--- src/rtl/kamus_muldiv_seq.sv ---
// Iterative RV32M multiply/divide unit: radix-2 shift-add multiply and restoring
// divide on 32-bit magnitudes, with one completion strobe per accepted request.
module kamus_muldiv_seq #(
    parameter bit BYPASS_SPECIAL = 1'b1
) (
    input  logic        clk_i,
    input  logic        rst_ni,
    input  logic        valid_i,
    output logic        ready_o,
    input  logic [2:0]  funct_i,
    input  logic [31:0] rs1_data_i,
    input  logic [31:0] rs2_data_i,
    input  logic [4:0]  rd_addr_i,
    input  logic        flush_i,
    output logic        busy_o,
    output logic        result_valid_o,
    output logic [31:0] result_o,
    output logic [4:0]  rd_addr_o
);

    typedef enum logic [1:0] {
        IDLE = 2'd0,
        CALC = 2'd1,
        DONE = 2'd2
    } state_e;

    localparam logic [2:0] F_MUL    = 3'd0;
    localparam logic [2:0] F_MULH   = 3'd1;
    localparam logic [2:0] F_MULHSU = 3'd2;
    localparam logic [2:0] F_DIV    = 3'd4;
    localparam logic [2:0] F_REM    = 3'd6;

    state_e      state_q,  state_d;
    logic [4:0]  cnt_q,    cnt_d;
    logic [2:0]  funct_q,  funct_d;
    logic        neg_q,    neg_d;
    logic [63:0] acc_q,    acc_d;
    logic [31:0] opb_q,    opb_d;
    logic [4:0]  rd_q,     rd_d;
    logic [31:0] result_q, result_d;
    logic [4:0]  rd_out_q, rd_out_d;

    // Operand decode at the accept edge
    logic        signed_a, signed_b, sa, sb;
    logic [31:0] mag_a, mag_b;
    logic        is_div_in, div0_in, ovf_in, special_in;
    logic [31:0] special_res;
    logic        neg_in;

    // Iteration step and final fix-up
    logic [32:0] mul_sum;
    logic [63:0] mul_next;
    logic        div_ge;
    logic [31:0] div_diff;
    logic [63:0] div_next;
    logic [63:0] step;
    logic [63:0] prod_fix;
    logic [31:0] div_val;
    logic [31:0] final_res;

    always_comb begin
        signed_a = (funct_i == F_MUL) || (funct_i == F_MULH) || (funct_i == F_MULHSU) ||
                   (funct_i == F_DIV) || (funct_i == F_REM);
        signed_b = (funct_i == F_MUL) || (funct_i == F_MULH) ||
                   (funct_i == F_DIV) || (funct_i == F_REM);
        sa       = signed_a & rs1_data_i[31];
        sb       = signed_b & rs2_data_i[31];
        mag_a    = sa ? (32'd0 - rs1_data_i) : rs1_data_i;
        mag_b    = sb ? (32'd0 - rs2_data_i) : rs2_data_i;

        is_div_in  = funct_i[2];
        div0_in    = (rs2_data_i == 32'd0);
        ovf_in     = funct_i[2] & ~funct_i[0] &
                     (rs1_data_i == 32'h8000_0000) & (rs2_data_i == 32'hFFFF_FFFF);
        special_in = is_div_in & (div0_in | ovf_in);

        if (div0_in) begin
            special_res = funct_i[1] ? rs1_data_i : 32'hFFFF_FFFF;
        end else begin
            special_res = funct_i[1] ? 32'd0 : 32'h8000_0000;
        end

        // Quotient of a divide-by-zero stays all-ones; remainder follows the dividend.
        if (!is_div_in) begin
            neg_in = sa ^ sb;
        end else if (!funct_i[1]) begin
            neg_in = (sa ^ sb) & ~div0_in;
        end else begin
            neg_in = sa;
        end
    end

    always_comb begin
        mul_sum  = {1'b0, acc_q[63:32]} + (acc_q[0] ? {1'b0, opb_q} : 33'd0);
        mul_next = {mul_sum, acc_q[31:1]};

        // The shifted partial remainder is below 2*divisor, so a 32-bit difference suffices.
        div_ge   = ({acc_q[63:31]} >= {1'b0, opb_q});
        div_diff = acc_q[62:31] - opb_q;
        div_next = div_ge ? {div_diff, acc_q[30:0], 1'b1} : {acc_q[62:0], 1'b0};

        step     = funct_q[2] ? div_next : mul_next;

        prod_fix = neg_q ? (64'd0 - step) : step;
        div_val  = funct_q[1] ? step[63:32] : step[31:0];

        if (funct_q[2]) begin
            final_res = neg_q ? (32'd0 - div_val) : div_val;
        end else if (funct_q == F_MUL) begin
            final_res = prod_fix[31:0];
        end else begin
            final_res = prod_fix[63:32];
        end
    end

    // NOTE: every next-state signal takes its held value first so no path leaves it unassigned (no latches).
    always_comb begin
        state_d  = state_q;
        cnt_d    = cnt_q;
        funct_d  = funct_q;
        neg_d    = neg_q;
        acc_d    = acc_q;
        opb_d    = opb_q;
        rd_d     = rd_q;
        result_d = result_q;
        rd_out_d = rd_out_q;

        unique case (state_q)
            IDLE: begin
                if (valid_i && !flush_i) begin
                    funct_d = funct_i;
                    neg_d   = neg_in;
                    acc_d   = {32'd0, mag_a};
                    opb_d   = mag_b;
                    rd_d    = rd_addr_i;
                    cnt_d   = 5'd31;
                    if (BYPASS_SPECIAL && special_in) begin
                        state_d  = DONE;
                        result_d = special_res;
                        rd_out_d = rd_addr_i;
                    end else begin
                        state_d  = CALC;
                    end
                end
            end
            CALC: begin
                if (flush_i) begin
                    state_d = IDLE;
                end else begin
                    acc_d = step;
                    if (cnt_q == 5'd0) begin
                        state_d  = DONE;
                        result_d = final_res;
                        rd_out_d = rd_q;
                    end else begin
                        cnt_d = cnt_q - 5'd1;
                    end
                end
            end
            DONE: begin
                state_d = IDLE;
            end
            default: begin
                state_d = IDLE;
            end
        endcase
    end

    // NOTE: sequential state uses non-blocking assignments so all flops update together at the edge.
    always_ff @(posedge clk_i or negedge rst_ni) begin
        if (!rst_ni) begin
            state_q  <= IDLE;
            cnt_q    <= 5'd0;
            funct_q  <= 3'd0;
            neg_q    <= 1'b0;
            acc_q    <= 64'd0;
            opb_q    <= 32'd0;
            rd_q     <= 5'd0;
            result_q <= 32'd0;
            rd_out_q <= 5'd0;
        end else begin
            state_q  <= state_d;
            cnt_q    <= cnt_d;
            funct_q  <= funct_d;
            neg_q    <= neg_d;
            acc_q    <= acc_d;
            opb_q    <= opb_d;
            rd_q     <= rd_d;
            result_q <= result_d;
            rd_out_q <= rd_out_d;
        end
    end

    assign ready_o        = (state_q == IDLE);
    assign busy_o         = (state_q != IDLE);
    assign result_valid_o = (state_q == DONE);
    assign result_o       = result_q;
    assign rd_addr_o      = rd_out_q;

endmodule

--- config.mk ---
export PLATFORM = sky130hd
export DESIGN_NAME = kamus_muldiv_seq
export DESIGN_NICKNAME = d
export VERILOG_FILES = /design/src/rtl/kamus_muldiv_seq.sv
export SDC_FILE = /design/constraint.sdc
export NUM_CORES = 1
export LEC_CHECK = 0
export CAP_MARGIN = 20
export CORE_ASPECT_RATIO = 1.2
export CORE_UTILIZATION = 50
export DETAILED_ROUTE_END_ITERATION = 16
export PLACE_DENSITY_LB_ADDON = 0.15
export SETUP_SLACK_MARGIN = 0.5
export SLEW_MARGIN = 20
export SYNTH_ARGS = -nofsm -noshare
export SYNTH_HDL_FRONTEND = slang
export SYNTH_SLANG_ARGS = --single-unit
--- constraint.sdc ---
create_clock -name clk_i -period 6.9 [get_ports clk_i]
set_input_delay 1.38 -clock clk_i [delete_from_list [all_inputs] [get_ports clk_i]]
set_output_delay 1.38 -clock clk_i [all_outputs]
set_load 0.03 [all_outputs]
# == Word level (Yosys, flattened, before mapping) ==
# Index checks and enable logic that the tools add are counted.
# classes
n_addsub,7
magnitude_cmp,1
n_eq_ne,14
muxes,37
n_bitwise,11
reduce_logical,20
# ops
cell,count
$mux 32,14
$mux 64,5
$pmux 64 s2,1
$sub 1x32->32 const A,3
$eq 32x32->1 const B,2
$pmux 32 s2,1
$sub 1x64->64 const A,1
$mux 5,7
$add 32x32->33,1
$ge 33x32->1,1
$logic_not 32->1,1
$sub 32x32->32,1
$pmux 5 s2,2
$mux 2,4
$and 1x1->1,7
$eq 3x3->1 const B,2
$logic_not 3->1,2
$logic_or 1x1->1,6
$ne 2x2->1 const B,3
$logic_not 5->1,1
$reduce_and 5->1,1
$sub 5x1->5 const B,1
$ne 2x1->1 const B,2
$pmux 2 s2,1
16 further kinds,20
# word_totals
register_bits,149
inputBits,76
out_inout_bits,40
wordCells,99

# == Depth between registers and ports, before layout ==
# depth
ltp_word,10
ltp_mapped,25
depth_no_buf,22

# == Worst setup path after synthesis ==
# No wires, ideal clock.
# synth_timing
path_type,register to register
start,register acc_q[41]
end,register result_q[4] (netlist: result_o[4])
setup_time_ns,0.141
arrival_time_ns,5.260
required_time_ns,6.759
path_slack_ns,1.499
stages_incl_launch_ff,24
n_path_buf,3
synth_period_minus_slack_ns,5.401
path_cell_list,dfrtp_1 -> ha_1 -> buf_6 -> a21o_1 -> a31oi_1 -> o221ai_2 -> o311a_1 -> buf_6 -> nor3_4 -> nor2_1 -> a21oi_1 -> ha_1 -> o21ai_0 -> nor4b_2 -> nand3_1 -> or4_1 -> clkbuf_1 -> a31o_2 -> or3b_1 -> a32oi_1 -> a21oi_1 -> or3_1 -> o211ai_1 -> a31oi_1
# synth_between
elab_chain_cells,10
elab_cells_between_ends,13
classes_between,add/sub: 2; order compare: 1; mux: 10
# synth_lines
element,line,text
start: declaration,37,"logic [63:0] acc_q, acc_d;"
start signal: assignment,176,acc_q <= 64'd0;
start signal: assignment,186,acc_q <= acc_d;
$ge 33x32->1 (*),98,"div_ge = ({acc_q[63:31]} >= {1'b0, opb_q});"
$mux 64 (*),100,"div_next = div_ge ? {div_diff, acc_q[30:0], 1'b1} : {acc_q[62:0], 1'b0};"
$mux 64 (*),102,step = funct_q[2] ? div_next : mul_next;
$sub 1x64->64 or $mux 32 (tied branches),"104, 105",
$mux 64 or $sub 1x32->32 (tied branches),"104, 108",
"$mux 32, on equally long branches","109, 108",
$mux 32 (*),107,if (funct_q[2]) begin
$mux 32 (*),151,if (cnt_q == 5'd0) begin
$mux 32 (*),147,if (flush_i) begin
$pmux 32 s2 (*),128,unique case (state_q)
end signal: assignment,189,result_q <= result_d;
end: declaration,40,"logic [31:0] result_q, result_d;"
# Mark *: on every way between the ends. The rest lies on a longest branch, timed or not. The select of a mux whose other input is x is not followed.
# A chain may end at the register's enable or synchronous reset.

# == Final worst setup path ==
# layout_timing
start,register acc_q[55]
end,register result_q[4] (netlist: result_o[4])
# Same word-level chain as after synthesis.

==> impl_metrics.py <==
metrics = {
    "status": {
        "status": "finished clean",
    },
    "floorplanning": {
        "rows": 74,
        "io_pins": 116,
        "dieArea_um2": 35400,
        "coreArea_um2": 34100,
        "initial_core_util_pct": 50.8,
        "die_h_um": 206,
        "die_w_um": 172,
    },
    "critical_path": {
        "cp-start-kind": "register",
        "crit_type": "reg2reg",
        "arrival_ns": 6.50,
        "required_ns": 7.26,
        "end_kind": "register",
        "critPathMaxFanout": 6,
    },
    "global_routing": {
        "antenna_found_initial": 2,
        "grt_overflow": 0,
        "grt_use_total_pct": 45.6,
        "grt_max_degree": 97,
        "grt_pass1_vias": 19300,
        "grt_pass1_wl_um": 119000,
    },
    "synth": {
        "ys_ff_latch": 149,
        "yosys.area.top_type": "dfrtp_1",
        "yosys.area.top_type_share_pct": 21.5,
        "synth_edf_count": 0,
        "synth_area_leaders": "dfrtp_1 (22%), o21ai_0 (7.2%), nand2_1 (6.2%)",
        "ys_async_sr_fraction_pct": 100,
        "yosysSeqAreaShare_pct": 21.5,
        "synth.avg_cell_area_um2": 7.19,
        "synth_ff_type": "dfrtp_1",
        "syn_inst": 2408,
        "synth_nets": 2557,
        "synth.cell_area_um2": 17300,
        "ys_types": 103,
        "yosysWarnings": 0,
    },
    "final_layout": {
        "drive_gt1_share_pct": 7.93,
        "final_cell_mix": "nand2_1 (287), o21ai_0 (249), nor2_1 (235), a21oi_1 (197), dfrtp_1 (146)",
        "final_common_cell": "nand2_1",
        "stdcell_area_um2": 19700,
        "nNetsFinal": 2619,
        "areaGrowthSynthToFinish_pct": 13.6,
        "final_cells": 2940,
        "fin_util_pct": 57.7,
    },
    "cts": {
        "ctsHtreeMaxLevel": 4,
        "worstSkewPairLatency_ns": 0.49,
        "cts_tree": "built",
        "cts_num_sinks": 149,
        "root_buffer": "clkbuf_16",
        "cts_buffers": 17,
        "clkSlewWorstSetupHoldPaths_ns": 0.07,
        "cts_max_path_buffers": 2,
    },
    "timing": {
        "hold_viol_final": 0,
        "final.setup.tns_ns": 0,
        "slew-limit-headroom_pct": 25.6,
        "fin_worst_skew_ns": 0.0176,
        "achievable-frequency_mhz": 163,
        "setup_viol": 0,
        "fin_crit_ns": 6.14,
        "slew_viol_final": 0,
        "worst_pin_slew_ns": 1.12,
        "finalCritPeriodShare_pct": 89.0,
        "whs_ns": 0.478,
        "rsz0062_at_grt": "false",
    },
    "pwr": {
        "vdd.ir_drop.worst_uv": 271,
        "p_per_area_nw_per_um2": 542,
        "p_leak_nw": 7.93,
    },
    "place": {
        "post-place-cells": 2903,
        "placed_area_um2": 19000,
        "gp_congestion": 1.05,
        "dp_hpwl_um": 59800,
        "io_buffers": 115,
    },
    "detailed_routing": {
        "drt_pre_antenna_iters": 6,
        "postRouteAntennaNets": 0,
        "drt_wl_total_um": 79800,
        "drc": 0,
        "via_per_inst": 6.96,
        "num_vias": 20500,
        "wl_per_cell_um": 27.2,
        "drt-initial-drc-count": 2454,
    },
    "worst_hold_path": {
        "hp-class": "reg2reg",
    },
    "run": {
        "maxCapViolCount": 0,
    },
}
kinds of logic after synthesis:
kind of cell / after synthesis / share of synthesized area, %
compound gates: 845 / 31.6
xor+xnor: 139 / 7.03
fa+ha+maj: 73 / 5.36
buf+inv: 226 / 5.27
flops: 149 / 21.5
mux: 62 / 3.74
simple gates: 914 / 25.5
power by group:
part           leakage [nW]  total (mW)  internal, mW  switching, mW
logic                  5.80        7.98          2.70           5.28
registers              1.84        1.71          1.22          0.496
clock network         0.282       0.977         0.487          0.490
total                  7.93        10.7          4.41           6.26
area by class of cell:
| cell class | count | area [um2] |
|---|---|---|
| Tap cell | 456 | 571 |
| Antenna cell | 1 | 2.50 |
| Sequential cell | 149 | 3730 |
| Multi-Input combinational cell | 2033 | 12700 |
| Fill cell | 3339 | 14400 |
| Inverter | 76 | 285 |
| Clock inverter | 14 | 130 |
| Timing Repair Buffer | 193 | 1760 |
| Clock buffer | 18 | 439 |
registers in the layout (all words and copies together), names as in the netlist:
| register | count |
|---|---|
| state_q | 2 |
| result_o | 32 |
| cnt_q | 5 |
| opb_q | 32 |
| funct_q | 3 |
| rd_addr_o | 5 |
| acc_q | 64 |
| rd_q | 5 |
| neg_q | 1 |
worst max-delay path: stages, from the launching register on:
cell and delay (ns):
dfrtp_1 0.42, ha_1 0.40, a21oi_1 0.28, o21ai_1 0.17, a2111oi_1 0.56, nand2_1 0.19, nor3_4 0.21, nor2_1 0.19
a21oi_1 0.23, ha_1 0.26, o21ai_0 0.23, nor4b_2 0.47, nand3_1 0.25, or4_4 0.58, a31o_2 0.26, or3b_1 0.46
a32oi_1 0.23, a21oi_1 0.09, or3_1 0.31, o211ai_1 0.10, a31oi_1 0.10
metrics by stage:
step | setup slack (ns) | power, mW
6_report | 0.761 | 10.7
2_1_floorplan | 1.50 | 6.55
3_5_place_dp | 0.629 | 9.22
4_1_cts | 0.606 | 10.2
5_1_grt | 0.490 | 11.1
3_3_place_gp | 0.593 | 9.18
synthesized netlist by cell type (52+ instances only):
library cell and instances:
clkbuf_1 95, ha_1 71, inv_1 75, xnor2_1 80
o21ai_0 249, dfrtp_1 149, a31oi_1 52, nor2_1 239
nor3_1 76, a21oi_1 197, nand2_1 287, xor2_1 59
per-layer routing:
layer / up-vias / GRT usage [%] / wire length [um]
met5: - / 0 / 0
met4: 0 / 35.4 / 6780
met3: 337 / 10.4 / 8200
met2: 1335 / 68.8 / 34400
met1: 9730 / 55.9 / 30400
li1: 9054 / - / -
final timing paths:
check	from	end	slack (ns)	cells after the start
min	rd_q[4]	rd_q[4]	0.48	2
min in group asynchronous	rst_ni	acc_q[53]	0.90	1
max	acc_q[55]	result_o[4]	0.76	20
max in group asynchronous	rst_ni	funct_q[2]	4.42	2
max reg2reg	acc_q[55]	result_o[4]	0.76	20
min reg2reg	rd_q[4]	rd_q[4]	0.48	2
what timing repair did:
| item | in CTS | in global routing |
|---|---|---|
| setup buffers | 0 | 3 |
| resized for setup | 0 | 7 |
| hold buffers | 0 | 0 |
| setup endpoints to repair | 0 | 11 |
Power figures use the tool's default switching activity.
